**src/rtl/extend_unit_12to32.sv**
```systemverilog
// Registered 12-bit to 32-bit immediate extender for the RV32 datapath.
// Modes: 00 sign-extend, 01 zero-extend, 10 branch offset, 11 sign-extend.
// Optional feature macro: EXTEND_BRANCH_MODE_EN enables the branch-offset mode;
// without it, mode 10 falls back to plain sign-extend.
// One cycle of latency; synchronous active-low reset.
module extend_unit_12to32 (
   input  logic        clk,
   input  logic        rst_n,
   input  logic [11:0] Extender,
   input  logic [1:0]  mode,
   input  logic        in_valid,
   output logic [31:0] Extendido,
   output logic        out_valid
);

   logic [31:0] ext_q, ext_d;
   logic        valid_q, valid_d;
   logic [31:0] sign_ext;
   logic [31:0] zero_ext;
`ifdef EXTEND_BRANCH_MODE_EN
   logic [31:0] branch_ext;
`endif

   // Candidate results for every supported mode.
   always_comb begin
      sign_ext   = {{20{Extender[11]}}, Extender};
      zero_ext   = {20'b0, Extender};
`ifdef EXTEND_BRANCH_MODE_EN
      branch_ext = {{19{Extender[11]}}, Extender, 1'b0};
`endif
   end

   // Next-state: capture the selected result on valid, otherwise hold the data.
   always_comb begin
      ext_d   = ext_q;
      valid_d = in_valid;
      if (in_valid) begin
         case (mode)
            2'b01:   ext_d = zero_ext;
`ifdef EXTEND_BRANCH_MODE_EN
            2'b10:   ext_d = branch_ext;
`endif
            default: ext_d = sign_ext;  // 00, 11, and 10 when branch mode is absent
         endcase
      end
   end

   // State registers; reset wins over a valid input in the same cycle.
   always_ff @(posedge clk) begin
      if (!rst_n) begin
         ext_q   <= 32'h0000_0000;
         valid_q <= 1'b0;
      end else begin
         ext_q   <= ext_d;
         valid_q <= valid_d;
      end
   end

   assign Extendido = ext_q;
   assign out_valid = valid_q;

endmodule

```
**config.mk**
```make
export PLATFORM = sky130hd
export DESIGN_NAME = extend_unit_12to32
export DESIGN_NICKNAME = d
export VERILOG_FILES = /design/src/rtl/extend_unit_12to32.sv
export SDC_FILE = /design/constraint.sdc
export NUM_CORES = 1
export LEC_CHECK = 0
export BUFFER_PORTS_ARGS = -buffer_cell sky130_fd_sc_hd__buf_2
export CORE_UTILIZATION = 44
export CTS_BUF_LIST = sky130_fd_sc_hd__clkbuf_8
export DETAILED_ROUTE_END_ITERATION = 6
export PLACE_DENSITY = 0.86
export SLEW_MARGIN = 20
export SYNTH_ARGS = -nofsm -noshare
export SYNTH_HDL_FRONTEND = slang
export SYNTH_SLANG_ARGS = --single-unit
```
**constraint.sdc**
```tcl
create_clock -name clk -period 2.6 [get_ports clk]
set_input_delay 0.39 -clock clk [delete_from_list [all_inputs] [get_ports clk]]
set_output_delay 0.39 -clock clk [all_outputs]
set_load 0.01 [all_outputs]
```
# After elaboration in Yosys (flattened, before gate mapping)
# Cells that the tools add are included.
# classes
addsub,0
n_mul,0
div,0
n_lt_le_gt_ge,0
eq_ne,1
shift,0
mux,1
bitwise,0
n_reduce_logical,0
# ops
cell,count
$mux 32,1
$eq 2x1->1 const B,1
# word_totals
reg_bits,33
latchBits,0
ramBits,0
mem_bits_ro,0
in_bits,17
output_inout_bits,33
word_cells,4
n_memories,0

# Depth between registers and ports, before layout
# Gate-level depths: netlist (run 1).
# logic_depth
depth_word,2
depth_mapped,5
mapped_depth_nobuf,3

# Least setup slack after synthesis (run 1)
# OpenSTA, ideal clock, no wires.
# synth_timing
path_type,register -> output
startpoint,register Extendido[30] (netlist name)
endpoint,output Extendido[13]
arrival_ns,0.876
required_ns,2.210
setup_slack_ns,1.334
stages_incl_launch_ff,2
n_path_buf,1
cell_sequence,dfxtp_1 buf_4
# synth_lines
item,line,rtl
to (decl),12,"output logic [31:0] Extendido,"

==> results of run 1 <==
synthesized netlist by cell type, types with 11 or more instances:
cell type  number
nor2b_1        11
buf_4          19
dfxtp_1        14
mux2i_1        11
cell usage in the layout (no fill, tap or decap), drive strengths merged:
cell type and count:
nand2 1, and2 1, nand2b 1, a21boi 1, dfxtp 14, a21oi 1
clkbuf 4, and2b 1, mux2i 11, o21a 1, inv 1, buf 49
nor2b 11
flip-flops by register name, indices dropped and copies added (netlist names):
name	flops
Extendido	13
out_valid	1
per-layer routing:
layer,wire length [um],up-vias
li1,-,250
met1,418,224
met2,637,34
met3,114,4
met4,29,0
met5,0,-
report_power, final:
part / switching [mW] / leakage (nW) / internal [mW]
Sequential: 0.00815 / 0.116 / 0.227
Combinational: 0.0402 / 0.345 / 0.0417
Clock: 0.0740 / 0.0288 / 0.134
Total: 0.122 / 0.489 / 0.403
path summary, 6_finish.rpt:
| check | end | depth (start not counted) |
|---|---|---|
| max | Extendido[20] | 1 |
| min | Extendido[6] | 3 |
| max reg2reg | Extendido[30] | 2 |
| min reg2reg | Extendido[11] | 2 |
final cells by class:
type                    instances  share of cell area, %
multi-input cells              29                  28.23
inverters                       1                 0.4458
flip-flops and latches         14                  33.28
clock buffers                   4                  6.538
repair buffers                 49                  29.12
well taps                      16                  2.377
logic make-up (layout without fill, tap and decap cells):
group / Yosys count / count (layout) / synth area share [%]
compound gates: 3 / 3 / 3.400
buf+inv: 23 / 54 / 25.94
flops: 14 / 14 / 40.07
mux: 11 / 11 / 15.74
simple gates: 15 / 15 / 14.85
==> reports/results.tsv, run 1 <==
stage	metric	value	unit
outcome	outcome	completed	
placed_design	DP HPWL	894.3	um
cells_and_area	ANT cells	0	
sta	Final Setup Violations	0	
synthesis	top-area cell type share of the netlist area	40.07	%
die	Die H	41.87	um
drt	TritonRoute pass-1 iters	4	
setup_path	CP endpoint kind	output pin	
die	num ports	50	
global_routing	busiest layer in global routing	met2	
drt	Routed WL per cell	10.61	um
cells_and_area	Area Overhead vs Synth	20.39	%
worst_hold_path	HP Start	Extender[6]	
drt	DR vias/cell	4.531	
setup_path	Largest delay share family, worst path	flip-flops	
setup_path	WP buf/inv	1	
sta	Slew Limit Fails	0	
drt	DRT iter0 DRCs	3	
synthesis	#FFs+latches synth	14	
cells_and_area	area of the multi-input gates	237.7	um2
global_routing	met3 GRT Util	3.913	%
sta	unrepaired setup endpoints after global routing	false	
setup_path	flop2flop setup slack	1.65	ns
sta	post-route setup slack	1.168	ns
drt	Vias	512	
setup_path	worst setup path category	flip-flop to output pin	
synthesis	Syn Inst Count	66	
clock_tree	Worst-Skew Late Latency	0.24	ns
die	DIE AREA	1753	um2
global_routing	GRT Residual Overflow	0	
setup_path	Crit path required time	2.21	ns
worst_hold_path	Hold Crit Class	input port to flip-flop	
sta	Period minus WS final	1.432	ns
setup_path	worst-path maximum fanout	21	
synthesis	ys async rst share	0	%
synthesis	Mean Syn Cell Area	10.60	um2
global_routing	initial antenna violation count	0	
global_routing	grt met1 use	13.62	%
setup_path	R2R Path Start	Extendido[30]	
drt	DRC	0	
sta	Hold Vio Cnt, Final	0	
setup_path	CP Launch Point	Extendido[30]	
clock_tree	clock buffer depth	2	
synthesis	Cell Area, Synth	699.4	um2
sta	final setup TNS	0	ns
sta	worst slew pin tran	0.4345	ns
synthesis	YS warnings	0	
synthesis	EDFF count, synth	0	
drt	DRT antenna net count	0	
synthesis	register area share after synthesis	40.07	%
clock_tree	CTS tree	built	
clock_tree	H-tree levels	1	
placed_design	placed cell count	109	
global_routing	GRT Overall Usage	14.34	%
power_and_ir_drop	Final Power	525.2	uW
flow_run	max cap viols	0	
clock_tree	post-CTS setup buffers	0	
placed_design	Place WS	1.352	ns
synthesis	post-synth top area cell	dfxtp_1	
setup_path	CP arrival	1.04	ns
power_and_ir_drop	IR Drop Worst-Case VDD	0.0005414	V
power_and_ir_drop	Lkg Pwr	0.4893	nW
die	Core ar.	1489	um2
placed_design	DP Area	787.0	um2
setup_path	slowest cell delay on critical path	0.59	ns
cells_and_area	Reg area	280.3	um2
sta	worst relative slew slack	71.00	%
drt	Routed Wire Length	1199	um
global_routing	largest net degree at the start of global routing	22	
clock_tree	cts bufs inserted	3	
setup_path	slowest cell on the critical path	dfxtp_1	
synthesis	Cell variety after synth	15	
setup_path	Worst setup SP type	flip-flop	
placed_design	RePlAce Congestion	0.6712	
clock_tree	# clock sinks	14	
cells_and_area	Layout Nets	115	
sta	WHS	0.4098	ns
global_routing	number of global-route vias before repair	436	
power_and_ir_drop	power per standard cell area	623.8	nW/um2
clock_tree	post-CTS sizing	0	
setup_path	CP Cell Sequence	buf_2	
clock_tree	Post-CTS Hold Fix Bufs	0	
global_routing	GRT met2 Usage	26.25	%
sta	f_max	698.2	MHz
synthesis	ys flop type	dfxtp_1	
sta	Worst Skew	0	ns
synthesis	Mapped Nets	83	
global_routing	first-pass GRT wire length	1814	um
synthesis	synth top area cells	dfxtp_1 40%, buf_4 20%, mux2i_1 16%, nor2b_1 9.8%, buf_12 2.9%	
die	FP Rows	14	
cells_and_area	share of post-route cells with drive strength above 1	58.76	%
die	initial core utilization	46.97	%
placed_design	I/O Buffers	49	
die	Die W	41.87	um
clock_tree	CTS root buffer	clkbuf_8	
cells_and_area	final instance area	842.1	um2
cells_and_area	fillers	132	
clock_tree	Worst-path clk slew	0.06	ns
cells_and_area	Layout Cells excl Fill	113	
cells_and_area	fin util	56.55	%
sta	Tcrit/Tclk final	55.09	%
(Power assumes the default switching activity.)
==> run 2, diff against run 1 <==
--- a/config.mk
+++ b/config.mk
@@ -6,10 +6,10 @@
 export NUM_CORES = 1
 export LEC_CHECK = 0
 export BUFFER_PORTS_ARGS = -buffer_cell sky130_fd_sc_hd__buf_2
-export CORE_UTILIZATION = 44
+export CORE_UTILIZATION = 37
 export CTS_BUF_LIST = sky130_fd_sc_hd__clkbuf_8
 export DETAILED_ROUTE_END_ITERATION = 6
-export PLACE_DENSITY = 0.86
+export PLACE_DENSITY = 0.77
 export SLEW_MARGIN = 20
 export SYNTH_ARGS = -nofsm -noshare
 export SYNTH_HDL_FRONTEND = slang
==> constraint.sdc (replaced) <==
create_clock -name clk -period 1.3 [get_ports clk]
set_input_delay 0.195 -clock clk [delete_from_list [all_inputs] [get_ports clk]]
set_output_delay 0.195 -clock clk [all_outputs]
set_load 0.01 [all_outputs]
==> run 2 against run 1 <==
  * Non-clock buffer count rose by 1
  * Count of clock-buffer cells in the layout stayed put
  * Utilization down 7.2 points
  * Register-to-register slack lost 1.2 ns
  * Die area is 18% higher
  * Worst setup slack worse by 0.95 ns
  * Largest power group unchanged
==> reports/results.tsv, run 2 (synthesis results as in run 1) <==
stage	metric	value	unit
clock_tree	Worst-Skew Late Latency	0.24	ns
cells_and_area	Layout Cells excl Fill	123	
cells_and_area	leading cell types in the layout, fill and taps excluded	49 x buf_2, 13 x dfxtp_1, 11 x mux2i_1, 11 x nor2b_1, 4 x clkbuf_8	
power_and_ir_drop	sequential power share	44.5	%
flow_run	max cap viols	0	
setup_path	worst setup path category	flip-flop to output pin	
clock_tree	# clock sinks	14	
placed_design	placed cell count	119	
sta	Final Setup Violations	0	
global_routing	number of global-route vias before repair	389	
worst_hold_path	Hold Crit Class	input port to flip-flop	
drt	TritonRoute pass-1 iters	1	
power_and_ir_drop	Pint	808.0	uW
global_routing	GRT Overall Usage	11.01	%
sta	worst relative slew slack	84.23	%
die	num ports	50	
cells_and_area	commonest non-fill, non-tap cell in the layout	buf_2	
sta	Tcrit/Tclk final	83.28	%
drt	DRT antenna net count	0	
clock_tree	Post-CTS Hold Fix Bufs	0	
cells_and_area	Layout Nets	116	
setup_path	worst-path maximum fanout	21	
placed_design	DP Area	805.8	um2
cells_and_area	share of post-route cells with drive strength above 1	60.20	%
sta	Period minus WS final	1.083	ns
cells_and_area	Area Overhead vs Synth	23.26	%
drt	DRT iter0 DRCs	0	
placed_design	DP HPWL	863.7	um
cells_and_area	ANT cells	0	
die	FP Rows	15	
sta	Slew Limit Fails	0	
die	initial core utilization	40.07	%
setup_path	CP arrival	0.89	ns
cells_and_area	fillers	181	
power_and_ir_drop	Clock Power Share	39.8	%
die	Core ar.	1745	um2
power_and_ir_drop	Lkg Pwr	0.4945	nW
global_routing	initial antenna violation count	0	
cells_and_area	final instance area	862.1	um2
die	Die H	45.48	um
setup_path	WP buf/inv	1	
setup_path	Largest delay share family, worst path	flip-flops	
setup_path	slowest cell on the critical path	dfxtp_2	
power_and_ir_drop	IR Drop Worst-Case VDD	0.0006517	V
sta	WHS	0.2108	ns
placed_design	RePlAce Congestion	0.5652	
clock_tree	post-CTS sizing	0	
cells_and_area	Largest register FFs	13	
sta	final setup TNS	0	ns
setup_path	CP endpoint kind	output pin	
global_routing	first-pass GRT wire length	1614	um
clock_tree	cts bufs inserted	3	
drt	DRC	0	
clock_tree	H-tree levels	1	
setup_path	Crit path required time	1.11	ns
clock_tree	CTS tree	built	
setup_path	CP Cell Sequence	buf_2	
power_and_ir_drop	sw power	250.2	uW
power_and_ir_drop	Switching Fraction	23.65	%
power_and_ir_drop	Logic pwr share	15.7	%
sta	Hold Vio Cnt, Final	0	
sta	worst slew pin tran	0.2365	ns
setup_path	Worst setup SP type	flip-flop	
drt	Vias	514	
placed_design	I/O Buffers	49	
global_routing	largest net degree at the start of global routing	22	
drt	DR vias/cell	4.179	
power_and_ir_drop	Final Power	1.058	mW
clock_tree	clock buffer depth	2	
sta	unrepaired setup endpoints after global routing	false	
die	DIE AREA	2068	um2
drt	Routed WL per cell	9.276	um
sta	f_max	923.7	MHz
global_routing	GRT Residual Overflow	0	
clock_tree	CTS root buffer	clkbuf_8	
outcome	outcome	completed	
clock_tree	Worst-path clk slew	0.06	ns
clock_tree	post-CTS setup buffers	0	
sta	Worst Skew	0	ns
die	Die W	45.48	um
drt	Routed Wire Length	1141	um
setup_path	slowest cell delay on critical path	0.46	ns
power_and_ir_drop	power per standard cell area	1228	nW/um2
[run 2: changes by cell type in the layout (fill, tap and decap cells not counted), sizes merged]
cell,before,now
buf,49,50
[run 2: final cells by class]
| class | instances | area [um2] | share of cell area [%] |
|---|---|---|---|
| clock buffer | 4 | 55.05 | 6.386 |
| inverter | 1 | 3.754 | 0.4354 |
| multi-input combinational | 29 | 237.7 | 27.58 |
| sequential | 14 | 281.5 | 32.66 |
| tap | 25 | 31.28 | 3.628 |
| timing repair buffer | 50 | 252.7 | 29.32 |
[run 2: power by group through the flow]
| stage | logic (mW) | clock network, mW | registers (mW) |
|---|---|---|---|
| CTS | 0.168 | 0.426 | 0.471 |
| finish | 0.166 | 0.422 | 0.471 |
| detailed placement | 0.168 | 0 | 0.480 |
| global placement | 0.165 | 0 | 0.478 |
| global route | 0.183 | 0.440 | 0.475 |
| floorplan | 0.120 | 0 | 0.493 |
[run 2: routing by layer]
metal / wire, um / part of all wire (%) / global-route usage (%)
met5: 0 / 0 / 0
met4: 9 / 0.79 / 7.273
met3: 105 / 9.2 / 2.381
met2: 570 / 50 / 19.43
met1: 456 / 40 / 11.57
[run 2: worst paths after layout]
check / end / startpoint / slack, ns / cells past startpoint
worst max-delay path: Extendido[16] / Extendido[30] / 0.22 / 1
worst max register to register: Extendido[30] / Extendido[30] / 0.47 / 2
worst min-delay path: Extendido[8] / Extender[8] / 0.21 / 3
worst min register to register: Extendido[11] / Extendido[11] / 0.48 / 2
[run 2: per-stage QoR]
step / setup WS [ns] / util [%]
2_1_floorplan: 0.2293 / -
6_report: 0.2174 / 49.39
5_1_grt: 0.1417 / 49.39
3_3_place_gp: 0.3391 / 46.16
4_1_cts: 0.03110 / 49.32
3_5_place_dp: 0.2988 / 46.16
